--- config.mk ---
export PLATFORM = sky130hd
export DESIGN_NAME = result_fifo
export DESIGN_NICKNAME = d
export VERILOG_FILES = /design/src/rtl/result_fifo.sv
export SDC_FILE = /design/constraint.sdc
export NUM_CORES = 1
export LEC_CHECK = 0
export CELL_PAD_IN_SITES_DETAIL_PLACEMENT = 1
export CELL_PAD_IN_SITES_GLOBAL_PLACEMENT = 1
export CORE_AREA = 4 4 92 94
export CTS_CLUSTER_DIAMETER = 200
export DETAILED_ROUTE_END_ITERATION = 10
export DIE_AREA = 0 0 96 98
export GPL_ROUTABILITY_DRIVEN = 0
export HOLD_SLACK_MARGIN = 0.05
export PLACE_DENSITY_LB_ADDON = 0.08
export SYNTH_ARGS = -nofsm -noshare
export SYNTH_HDL_FRONTEND = slang
export SYNTH_SLANG_ARGS = --single-unit
--- constraint.sdc ---
create_clock -name clk -period 4.2 [get_ports clk]
set_input_delay 0.84 -clock clk [delete_from_list [all_inputs] [get_ports clk]]
set_output_delay 0.84 -clock clk [all_outputs]
set_load 0.03 [all_outputs]
--- src/rtl/result_fifo.sv ---
// result_fifo: 8-entry first-word-fall-through buffer for the 4-bit
// arithmetic block's results, with a valid/ready consumer handshake and a
// sticky overflow flag for results dropped while full.
// Optional build macro RESULT_FIFO_STATS_EN adds running sum / max_seen outputs.
module result_fifo #(
    parameter int WIDTH = 4,
    parameter int DEPTH = 8,
    parameter int PTR_W = 3
) (
    input  logic             clk,
    input  logic             reset,
    input  logic             in_valid,
    input  logic [WIDTH-1:0] in_data,
    output logic             in_ready,
    output logic             out_valid,
    output logic [WIDTH-1:0] out_data,
    input  logic             out_ready,
    output logic [PTR_W:0]   count,
    output logic             overflow
`ifdef RESULT_FIFO_STATS_EN
    ,
    output logic [WIDTH+7:0] sum,
    output logic [WIDTH-1:0] max_seen
`endif
);

    localparam logic [PTR_W:0] FULL_CNT = (PTR_W+1)'(DEPTH);

    logic [WIDTH-1:0] mem_q [DEPTH];
    logic [WIDTH-1:0] mem_d [DEPTH];
    logic [PTR_W-1:0] wr_ptr_q, wr_ptr_d;
    logic [PTR_W-1:0] rd_ptr_q, rd_ptr_d;
    logic [PTR_W:0]   count_q, count_d;
    logic             overflow_q, overflow_d;
    logic             push, pop;

    // Handshake flags come from registered occupancy only, so no input
    // reaches an output combinationally.
    always_comb begin
        in_ready  = (count_q != FULL_CNT);
        out_valid = (count_q != '0);
        out_data  = mem_q[rd_ptr_q];
        count     = count_q;
        overflow  = overflow_q;
        push      = in_valid && in_ready;
        pop       = out_valid && out_ready;
    end

    // Next-state for storage, pointers, occupancy and the sticky overflow.
    always_comb begin
        mem_d      = mem_q;
        wr_ptr_d   = wr_ptr_q;
        rd_ptr_d   = rd_ptr_q;
        count_d    = count_q;
        overflow_d = overflow_q;
        if (push) begin
            mem_d[wr_ptr_q] = in_data;
            wr_ptr_d        = wr_ptr_q + PTR_W'(1);
        end
        if (pop) begin
            rd_ptr_d = rd_ptr_q + PTR_W'(1);
        end
        if (push && !pop) begin
            count_d = count_q + (PTR_W+1)'(1);
        end else if (pop && !push) begin
            count_d = count_q - (PTR_W+1)'(1);
        end
        if (in_valid && !in_ready) begin
            overflow_d = 1'b1;
        end
    end

    // Control registers; reset wins over any push or pop in the same cycle.
    always_ff @(posedge clk) begin
        if (reset) begin
            wr_ptr_q   <= '0;
            rd_ptr_q   <= '0;
            count_q    <= '0;
            overflow_q <= 1'b0;
        end else begin
            wr_ptr_q   <= wr_ptr_d;
            rd_ptr_q   <= rd_ptr_d;
            count_q    <= count_d;
            overflow_q <= overflow_d;
        end
    end

    // Storage array holds no reset; stale entries are hidden behind count.
    always_ff @(posedge clk) begin
        mem_q <= mem_d;
    end

`ifdef RESULT_FIFO_STATS_EN
    logic [WIDTH+7:0] sum_q, sum_d;
    logic [WIDTH-1:0] max_seen_q, max_seen_d;

    // Running statistics over accepted pushes only; dropped data is ignored.
    always_comb begin
        sum_d      = sum_q;
        max_seen_d = max_seen_q;
        if (push) begin
            sum_d = sum_q + (WIDTH+8)'(in_data);
            if (in_data > max_seen_q) begin
                max_seen_d = in_data;
            end
        end
        sum      = sum_q;
        max_seen = max_seen_q;
    end

    // Statistics registers, cleared with the FIFO.
    always_ff @(posedge clk) begin
        if (reset) begin
            sum_q      <= '0;
            max_seen_q <= '0;
        end else begin
            sum_q      <= sum_d;
            max_seen_q <= max_seen_d;
        end
    end
`endif

endmodule

# ---- Word-level counts from Yosys, hierarchy flattened
# Cells that the tools add are included.
dict set report word_totals {
  regBits 43
  input_bits 8
  elab_cells 41
}
dict set report classes {
  n_addsub 4
  order_cmp 3
  eq_ne 1
  n_mux 8
  bitwise_logic 2
  reduce_logical 11
}
# operator n
set ops {}
lappend ops {{$bwmux W32} 1}
lappend ops {{$mux W4} 5}
lappend ops {{$bmux W4 S3} 1}
lappend ops {{$demux W4 S3} 1}
lappend ops {{$ge A4 B4 Y1 const B} 2}
lappend ops {{$not A3 Y4} 2}
lappend ops {{$add A3 B1 Y3 const B} 2}
lappend ops {{$logic_and A1 B1 Y1} 6}
lappend ops {{$add A4 B1 Y4 const B} 1}
lappend ops {{$lt A4 B1 Y1 const B} 1}
lappend ops {{$ne A4 B4 Y1 const B} 1}
lappend ops {{$reduce_bool A4 Y1} 1}
lappend ops {{$sub A4 B1 Y4 const B} 1}
lappend ops {{$logic_not A1 Y1} 3}
lappend ops {{$reduce_bool A2 Y1} 1}

# ---- Longest topological paths before layout
# Gate-level depths: netlist (run 1).
dict set report depth {
  depth_word 6
  ltp_mapped 11
  mapped_depth_nobuf 10
}

# ---- Worst setup path before layout (run 1)
# No wires, ideal clock.
dict set report synth_timing {
  path_type {flip-flop to flip-flop}
  startpoint {register count_q[0] (netlist: count[0])}
  endpoint {register count_q[3] (netlist: count[3])}
  setup_time_ps 123
  arrival_ps 2624
  required_ps 4077
  slack_ps 1453
  path_stages_with_launch 12
  path_buffers 1
  synth_period_minus_slack_ps 2747
  cell_sequence {dfxtp_1 > or4b_1 > buf_6 > nand2_8 > inv_2 > ha_1 > inv_1 > ha_1 > a21oi_1 > a211oi_1 > a31oi_1 > mux2_1}
}
dict set report synth_via {
  elab_chain_cells 5
  word_cells_on_any_way 13
}
# item line
set synth_rtl {}
lappend synth_rtl {{start: declaration} 33} ;# logic [PTR_W:0] count_q, count_d;
lappend synth_rtl {{start signal: assignment} 83} ;# count_q <= count_d;
lappend synth_rtl {{$ne A4 B4 Y1 *} 40} ;# in_ready = (count_q != FULL_CNT);
lappend synth_rtl {{net in_ready} 14} ;# output logic in_ready,
lappend synth_rtl {{$logic_and A1 B1 Y1 *} 45} ;# push = in_valid && in_ready;
lappend synth_rtl {{net push} 35} ;# logic push, pop;
lappend synth_rtl {{$logic_not A1 Y1} 65} ;# end else if (pop && !push) begin
lappend synth_rtl {{$logic_and A1 B1 Y1} 65}
lappend synth_rtl {{$reduce_bool A2 Y1 (no line)} --}
# Mark *: on every way through the listed nets, which the timed path passes. The rest lies on a longest branch. The select of a mux whose other input is x is not followed.
# A chain may end at the register's enable or synchronous reset.

# ---- Worst setup path in the final report (run 1)
dict set report layout_timing {
  startpoint {register rd_ptr_q[0]}
  endpoint {output port out_data[0]}
}
dict set report layout_via {
  elab_chain_cells 4
}
# item line
set layout_rtl {}
lappend layout_rtl {{start: declaration} 32} ;# logic [PTR_W-1:0] rd_ptr_q, rd_ptr_d;
lappend layout_rtl {{start signal: assignment} 82} ;# rd_ptr_q <= rd_ptr_d;
lappend layout_rtl {{$not A3 Y4 (not written as such)} 42} ;# out_data = mem_q[rd_ptr_q];
lappend layout_rtl {{$bmux W4 S3} 42}
lappend layout_rtl {{$mux W4 (not written as such) (2 in a row)} 42}
lappend layout_rtl {{end: declaration} 16} ;# output logic [WIDTH-1:0] out_data,
# No other way between the ends. The select of a mux whose other input is x is not followed.

==> metrics.yaml, run 1 <==
synthesis:
  yosys-top-cells-count: "32 x edfxtp_1, 16 x nor2_1, 11 x dfxtp_1, 8 x mux4_2"
  syn_inst: 120
  synth_top_family_by_area: "multiplexers"
  ys_seq_elements: 43
  syn_area_per_cell_um2: 15.42
  synth_xor_area_frac: 0.03245
  synth_compound_area_frac: 0.02028
  netlist.area_leader.share: 0.5193
  yosys-top-cells-area: "edfxtp_1 52%, dfxtp_1 12%, mux4_2 9.7%, ha_1 3.4%, nor2_1 3.2%"
  synth_ff_type: "edfxtp_1"
  synth.distinct_cells: 32
  synthAdderAreaFrac: 0.04462
  yosys.area_share.simple: 0.1102
  yosysTopAreaCell: "edfxtp_1"
  yosysWarnings: 0
  synthesis.area_um2: 1851
  muxShareOfSynthArea: 0.1332
  ys_seq_area_frac: 0.6383
  synth_edf_count: 32
  synth_nets: 134
  synthArstFlopShare: 0
  post-synth-top-count-cell: "edfxtp_1"
final_layout:
  final_nets: 155
  area_growth_pct: 20.55
  nFillCells: 822
  drive_above_1_share: 0.1972
  final_cells: 244
  insertedDiodeCount: 0
  final_cell_area_um2: 2231
run_status:
  status: "completed"
clocking:
  htree_levels: 2
  cts_tree: "done"
  cts_resized: 0
  hold_buffers: 0
  clkSinkCount: 43
  cts.clk_slew.worst_paths_ns: 0.08
  cts_buffer_depth: 2
  clockRootBuffer: "clkbuf_8"
  postCtsSetupRepairBufs: 0
  cts-buffers-inserted: 5
  clk_latency_ns: 0.29
floorplan:
  io_pins: 19
  dieArea_um2: 9408
  chipHeight_um: 98
  start_util: 0.2420
  die_width_um: 96
  core_um2: 7647
  rows: 32
critical_path:
  cp.required_ns: 3.36
  critical_path_arrival_ns: 2.57
  reg2reg_depth: 10
  r2r_end: "count[3]"
  crit_path_start_kind: "flip-flop"
  r2r_slack_ns: 1.28
  setup.worst_path.class: "flip-flop to primary output"
  r2r_start: "count[0]"
  crit_path_end_kind: "primary output"
  cp_max_fo: 10
global_routing:
  track_usage: 0.09642
  grt_pass1_vias: 1169
  grt-ovfl-total: 0
  grt_antenna_before_repair: 0
  grt_pass1_wl_mm: 6.617
  grt_max_degree: 16
detailed_routing:
  drt_wl_total_mm: 4.070
  final_antenna_net_count: 0
  drt-wirelength-per-cell_um: 16.68
  first_pass_iters: 4
  viasPerCell: 4.307
  drt-initial-drc-count: 21
  num_vias: 1051
  drc_errors: 0
power:
  leakage_nw: 0.7286
  peakVddDrop_mv: 0.2010
  p_per_area_nw_per_um2: 647.5
min_path:
  whs_path_depth: 2
  min_path_type: "flip-flop to flip-flop"
  worstHoldEndpoint: "overflow"
  hold_start: "overflow"
sta:
  timing_hold_violations_final: 0
  tns_ns: 0
  fin_crit_ns: 3.409
  fin_ws_ns: 0.7914
  drv_slew: 0
  tightestPinTransition_ns: 0.8325
  fin_crit_sh: 0.8116
  timing.fmax_mhz: 293.4
  slew_headroom: 0.4408
  grt_setup_unrepaired: "no"
  setup-violations-final: 0
  holdWs_ns: 0.4835
  final.setup_skew_ns: 0.003961
job:
  max-cap-violations: 0
placement:
  place_area_um2: 2138
  placedCellCount: 236
  port_buffers: 18
  dp_hpwl_mm: 2.821
  dpl_worst_slack_ns: 0.9823
## cell families (layout without fill, tap and decap cells)
kind of cell | count (synthesis) | count (layout)
xor gates and xnor gates | 6 | 6
muxes | 14 | 14
adders and majority gates | 6 | 6
AOI/OAI and AO/OA | 6 | 6
buffers and inverters | 8 | 30
and+or+nand+nor | 37 | 37
DFF | 43 | 43
## layout by cell type, fill, tap and decap left out, drive strengths merged, types with 4 or more instances in the layout
master	synthesis	routed
edfxtp	32	32
clkdlybuf4s50	0	18
nor2	16	16
dfxtp	11	11
mux4	8	8
nand3	6	6
ha	5	5
clkbuf	3	5
mux2	5	5
xor2	5	5
nand2	5	5
nor3	4	4
a21oi	4	4
inv	3	4
## layout make-up
| cell class | count | area, um^2 | share of cell area |
|---|---|---|---|
| clock buffer | 5 | 68.82 | 0.03085 |
| sequential | 43 | 1181 | 0.5294 |
| timing repair buffer | 19 | 187.7 | 0.08413 |
| multi-input combinational | 69 | 630.6 | 0.2827 |
| clock inverter | 3 | 23.77 | 0.01066 |
| inverter | 3 | 11.26 | 0.005048 |
| tap | 102 | 127.6 | 0.05721 |
## stage by stage
stage                     utilization  total power [W]
after floorplan                     -        0.0009997
after global placement         0.2796         0.001186
after detailed placement       0.2796         0.001198
after CTS                      0.2917         0.001477
after global routing           0.2917         0.001547
final                          0.2917         0.001445
## power breakdown
group / internal (W) / switching (W)
logic: 0.000279 / 0.000303
clock network: 0.000119 / 0.000149
registers: 0.000509 / 0.0000866
## worst max-delay path, cell delays in order (launching register included)
cell and delay [ns]:
dfxtp_1 0.80, mux4_2 0.60, mux2_2 0.27, clkdlybuf4s50_1 0.60
## state kept, by name, summed over array words and instances (netlist names)
| register | count |
|---|---|
| rd_ptr_q | 3 |
| overflow | 1 |
| wr_ptr_q | 3 |
| count | 4 |
| mem_q | 32 |
## per-layer routing
layer | vias up | GRT usage | part of all wire
met5 | - | 0 | 0
met4 | 0 | 0.02954 | 0.011
met3 | 4 | 0.02542 | 0.024
met2 | 19 | 0.1535 | 0.50
met1 | 536 | 0.1274 | 0.46
li1 | 492 | - | -
## how the worst max path moves through the flow
| stage | depth (start not counted) | start | slack [ns] | to |
|---|---|---|---|---|
| finish | 3 | rd_ptr_q[0] | 0.79 | out_data[0] |
| global route | 3 | rd_ptr_q[0] | 0.65 | out_data[0] |
| CTS | 3 | rd_ptr_q[0] | 0.71 | out_data[0] |
| detailed placement | 10 | in_valid | 0.98 | count[3] |
| global placement | 3 | rd_ptr_q[0] | 1.04 | out_data[0] |
| floorplan | 11 | count[0] | 1.45 | count[3] |
Power figures use the tool's default switching activity.
==> inputs of run 2 (changes only) <==
clock period = 3.2 ns   (was 4.2 ns; I/O delays follow)
==> run 2 against run 1 <==
- critical path depth up 1
- combinational power increased by 44%
- global-route usage about the same
- die area stayed put
- sequential power rose by 24%
- largest power group is now combinational cells
==> metrics.yaml, run 2 (synthesis gave the netlist of run 1 again) <==
run_status:
  status: "completed"
final_layout:
  regMostFlops: "mem_q"
  mostFrequentLayoutCell: "edfxtp_1"
  area_growth_pct: 24.07
  finish.utilization: 0.3002  # +0.008508
  largest_register_ffs: 32  # unchanged
  insertedDiodeCount: 0  # unchanged
  final_nets: 161  # +3.9%
  drive_above_1_share: 0.2297  # +0.03255
  final_cell_area_um2: 2296  # +2.9%
  layout_common_cells: "32 x edfxtp_1, 18 x clkdlybuf4s50_1, 16 x nor2_1"
critical_path:
  critical_path_arrival_ns: 2.33  # -0.24 ns
  cpLargestDelayFamily: "buffers and inverters"
  critPathSlowestCell: "clkdlybuf4s50_1"
  crit_path_end_kind: "primary output"
  reg2reg_depth: 10  # unchanged
  critPathBufInv: 2  # +1
  crit_path_start_kind: "flip-flop"
  slowest_delay_ns: 0.60  # -0.20 ns
  cp.depth: 4  # +1
  cp_max_fo: 8  # -2
  setup.worst_path.class: "flip-flop to primary output"
  path_cells: "buf_4 -> mux4_2 -> mux2_2 -> clkdlybuf4s50_1"
  cp.required_ns: 2.56  # -0.80 ns
detailed_routing:
  viasPerCell: 4.168  # -3.2%
  drt_wl_total_mm: 3.950  # -2.9%
  wirelength_met1_mm: 1.781  # -5.3%
  route.met2.wl_mm: 1.992  # -2.5%
  final_antenna_net_count: 0  # unchanged
  drt-initial-drc-count: 51  # +140%
  drc_errors: 0  # unchanged
  wl_met3_um: 128  # +29%
  highest_layer: "met4"
  first_pass_iters: 4  # unchanged
  num_vias: 1042  # -0.86%
  drt-wirelength-per-cell_um: 15.80  # -5.3%
min_path:
  whs_path_depth: 2  # unchanged
  min_path_type: "flip-flop to flip-flop"
sta:
  fin_crit_sh: 0.9294
  tightestPinTransition_ns: 0.5084  # -0.3241 ns
  timing.fmax_mhz: 336.2
  fin_ws_ns: 0.2260  # -0.5654 ns
  final.setup_skew_ns: 0.004463  # +0.0005021 ns
  tns_ns: 0  # unchanged
  slew_headroom: 0.6598  # +0.2191
  setup-violations-final: 0  # unchanged
  drv_slew: 0  # unchanged
  timing_hold_violations_final: 0  # unchanged
  fin_crit_ns: 2.974
  grt_setup_unrepaired: "no"
global_routing:
  grt_antenna_before_repair: 0  # unchanged
  grt_pass1_vias: 1172  # +0.26%
  grt-ovfl-total: 0  # unchanged
  grt_pass1_wl_mm: 6.575  # -0.63%
  grt_max_degree: 15  # -1
  track_usage: 0.09637  # about the same
clocking:
  cts_resized: 0  # unchanged
  clk_latency_ns: 0.29  # about the same
  htree_levels: 2  # unchanged
  clkSinkCount: 43  # unchanged
  cts.clk_slew.worst_paths_ns: 0.08  # about the same
  hold_buffers: 0  # unchanged
  clockRootBuffer: "clkbuf_8"
  postCtsSetupRepairBufs: 0  # unchanged
  cts-buffers-inserted: 5  # unchanged
  cts_buffer_depth: 2  # unchanged
  cts_tree: "done"
floorplan:
  chipHeight_um: 98  # unchanged
  io_pins: 19  # unchanged
  core_um2: 7647  # unchanged
  start_util: 0.2420  # unchanged
  rows: 32  # unchanged
  dieArea_um2: 9408  # unchanged
  die_width_um: 96  # unchanged
power:
  pwr-share-seq: 0.372  # -0.040
  pwr-share-comb: 0.419  # +0.016
  fin_total_pwr_w: 0.001998  # +38%
  leakage_nw: 0.7780  # +6.8%
  swShare: 0.3538  # -0.01851
  peakVddDrop_mv: 0.3105  # +54%
  power.internal_w: 0.001291  # +42%
  p_per_area_nw_per_um2: 870.1  # +34%
  power.share.clock: 0.209  # +0.024
  power.switching_w: 0.0007067  # +31%
placement:
  dpl_worst_slack_ns: 0.1948  # -0.7875 ns
  place_area_um2: 2183  # +2.1%
  dp_hpwl_mm: 2.914  # +3.3%
  port_buffers: 18  # unchanged
job:
  max-cap-violations: 0  # unchanged
-- run 2: cell types whose count changed in the layout (fill, tap and decap cells not counted) --
cell	before	now
buf_4	1	7
bufinv_16	0	1
clkinv_2	0	1
clkinv_4	0	1
clkinvlp_4	2	0
inv_6	1	0
-- run 2: cell type report --
class | count | area, um^2
fill | 821 | 5351
sequential | 43 | 1181
multi-input combinational | 69 | 630.6
timing repair buffer | 25 | 232.7
tap | 102 | 127.6
clock buffer | 5 | 68.82
clock inverter | 3 | 43.79
inverter | 3 | 11.26
-- run 2: through the flow --
stage          hold slack, ns  cells
2_1_floorplan          0.5139    120
3_3_place_gp           0.4570    242
3_5_place_dp           0.4825    242
4_1_cts                0.5112    250
5_1_grt                0.5465    250
6_report               0.4992    250
-- run 2: worst min-delay path: cells and delay by family, from the launching register on --
| family | cells | cell delay (ns) |
|---|---|---|
| simple gates | 2 | 0.12 |
| flops | 1 | 0.34 |
-- run 2: path summary, 6_finish.rpt --
check / from / end / slack [ns]
worst max-delay path: rd_ptr_q[0] / out_data[0] / 0.23
worst min-delay path: overflow / overflow / 0.50
worst max register to register: count[1] / count[3] / 0.31
worst min register to register: overflow / overflow / 0.50
-- run 2: power groups by stage --
| stage | clock, W | combinational, W | sequential [W] |
|---|---|---|---|
| final | 0.000418 | 0.000837 | 0.000742 |
| after global placement | 0 | 0.000833 | 0.000753 |
| after CTS | 0.000439 | 0.000862 | 0.000745 |
| after detailed placement | 0 | 0.000854 | 0.000758 |
| after global routing | 0.000467 | 0.000927 | 0.000755 |
| after floorplan | 0 | 0.000528 | 0.000784 |
-- run 2: metal layers --
layer	track usage	vias up
li1	-	500
met2	0.1487	16
met3	0.02928	4
met4	0.03282	0
met1	0.1275	522
met5	0	-
==> inputs of run 3 (changes only) <==
GPL_TIMING_DRIVEN = 1   (was default)
RECOVER_POWER = 25   (was default)
==> run 3 against run 2 <==
- clock-buffer cell count did not move
- hold slack is the same
- design area did not move
- clock skew about the same
- non-clock buffer count stayed put
- first-iteration DRC count stayed put
- core utilization did not move
==> metrics.yaml, run 3 (synthesis gave the netlist of run 1 again) <==
sta:
  setup-violations-final: 0  # unchanged
  fin_crit_sh: 0.9290  # about the same
  fin_crit_ns: 2.973  # -0.001250 ns
  tns_ns: 0  # unchanged
  drv_slew: 0  # unchanged
  timing.fmax_mhz: 336.4  # about the same
  final.setup_skew_ns: 0.004750  # +0.0002865 ns
  timing_hold_violations_final: 0  # unchanged
  tightestPinTransition_ns: 0.5098  # +0.001457 ns
  grt_setup_unrepaired: "no"
  slew_headroom: 0.6589  # -0.0009750
critical_path:
  slowest_delay_ns: 0.60  # about the same
  r2r_slack_ns: 0.31  # about the same
  crit_path_start_kind: "flip-flop"
  critical_path_arrival_ns: 2.33  # about the same
  path_cells: "buf_4 -> mux4_2 -> mux2_2 -> clkdlybuf4s50_1"
  setup.worst_path.class: "flip-flop to primary output"
  cp-endpoint: "out_data[0]"
  cp.depth: 4  # unchanged
  crit_path_end_kind: "primary output"
  r2r_end: "count[3]"
  critPathSlowestCell: "clkdlybuf4s50_1"
  critPathLaunch: "rd_ptr_q[0]"
  critPathBufInv: 2  # unchanged
  r2r_start: "count[1]"
  cp_max_fo: 8  # unchanged
  cpLargestDelayFamily: "buffers and inverters"
  reg2reg_depth: 10  # unchanged
  cp.required_ns: 2.56  # about the same
power:
  p_per_area_nw_per_um2: 869.7  # about the same
  peakVddDrop_mv: 0.3105  # unchanged
  power.switching_w: 0.0007066  # about the same
  pwr-share-comb: 0.419  # about the same
  leakage_nw: 0.7788  # +0.10%
  pwr-share-seq: 0.372  # about the same
  power.share.clock: 0.209  # about the same
  swShare: 0.3539  # about the same
  power.internal_w: 0.001290  # about the same
global_routing:
  grt_pass1_vias: 1172  # unchanged
  grt_max_degree: 15  # unchanged
  grt-ovfl-total: 0  # unchanged
  track_usage: 0.09637  # unchanged
  grt_pass1_wl_mm: 6.575  # unchanged
  grt_antenna_before_repair: 0  # unchanged
clocking:
  cts-buffers-inserted: 5  # unchanged
  postCtsSetupRepairBufs: 0  # unchanged
  clockRootBuffer: "clkbuf_8"
  cts_buffer_depth: 2  # unchanged
  cts_tree: "done"
  cts_resized: 0  # unchanged
  hold_buffers: 0  # unchanged
  htree_levels: 2  # unchanged
  clkSinkCount: 43  # unchanged
  clk_latency_ns: 0.29  # about the same
  cts.clk_slew.worst_paths_ns: 0.08  # about the same
final_layout:
  largest_register_ffs: 32  # unchanged
  nFillCells: 821  # unchanged
  multi_input_area_um2: 630.6  # unchanged
  regMostFlops: "mem_q"
  layout_common_cells: "32 x edfxtp_1, 16 x nor2_1, 15 x clkdlybuf4s50_1"
  regArea_um2: 1181  # unchanged
  final_nets: 161  # unchanged
  drive_above_1_share: 0.2297  # unchanged
  mostFrequentLayoutCell: "edfxtp_1"
  insertedDiodeCount: 0  # unchanged
  final_cell_area_um2: 2296  # unchanged
  area_growth_pct: 24.07  # unchanged
min_path:
  min_path_type: "flip-flop to flip-flop"
floorplan:
  die_width_um: 96  # unchanged
  core_um2: 7647  # unchanged
  start_util: 0.2420  # unchanged
  rows: 32  # unchanged
  chipHeight_um: 98  # unchanged
  io_pins: 19  # unchanged
  dieArea_um2: 9408  # unchanged
placement:
  place_area_um2: 2183  # unchanged
  dp_hpwl_mm: 2.914  # unchanged
  port_buffers: 18  # unchanged
detailed_routing:
  viasPerCell: 4.152  # -0.38%
  drt-initial-drc-count: 51  # unchanged
  drt-wirelength-per-cell_um: 15.80  # unchanged
  num_vias: 1038  # -0.38%
  drc_errors: 0  # unchanged
  first_pass_iters: 4  # unchanged
  final_antenna_net_count: 0  # unchanged
  drt_wl_total_mm: 3.950  # unchanged
job:
  max-cap-violations: 0  # unchanged
run_status:
  status: "completed"
## run 3: worst min-delay path: cells and delay by family, from the launching register on
kind	cells	cell delay [ns]
flops	1	0.34
simple gates	2	0.12
## run 3: how the worst min path moves through the flow
| stage | from | end | slack, ns | cells past startpoint |
|---|---|---|---|---|
| after floorplan | wr_ptr_q[1] | wr_ptr_q[1] | 0.51 | 2 |
| after global placement | overflow | overflow | 0.46 | 2 |
| after detailed placement | overflow | overflow | 0.48 | 2 |
| after CTS | overflow | overflow | 0.51 | 2 |
| after global routing | overflow | overflow | 0.55 | 2 |
| final | overflow | overflow | 0.50 | 2 |
## run 3: power groups by stage
stage	Sequential, W	Clock, W	Combinational [W]
after floorplan	0.000784	0	0.000528
after global placement	0.000753	0	0.000833
after detailed placement	0.000758	0	0.000854
after CTS	0.000745	0.000439	0.000862
after global routing	0.000755	0.000467	0.000926
final	0.000742	0.000418	0.000836
## run 3: through the flow
step | utilization | hold WS, ns | setup slack (ns) | instances | total power (W)
floorplan | - | 0.5139 | 0.4528 | 120 | 0.001312
global placement | 0.2855 | 0.4570 | 0.2840 | 242 | 0.001586
detailed placement | 0.2855 | 0.4825 | 0.1948 | 242 | 0.001612
CTS | 0.3002 | 0.5112 | 0.1768 | 250 | 0.002046
global route | 0.3002 | 0.5465 | 0.05639 | 250 | 0.002149
finish | 0.3002 | 0.4992 | 0.2272 | 250 | 0.001997
## run 3: final cells by class
type                       count  area share
sequential                    43      0.5144
clock inverter                 3     0.01907
timing repair buffer          25      0.1014
inverter                       3    0.004905
multi-input combinational     69      0.2747
clock buffer                   5     0.02997
tap                          102     0.05559
## run 3: metal layers
metal	share of wire	GRT usage	wire, um
met1	0.45	0.1275	1785
met2	0.50	0.1487	1988
met3	0.032	0.02928	128
met4	0.012	0.03282	48
met5	0	0	0
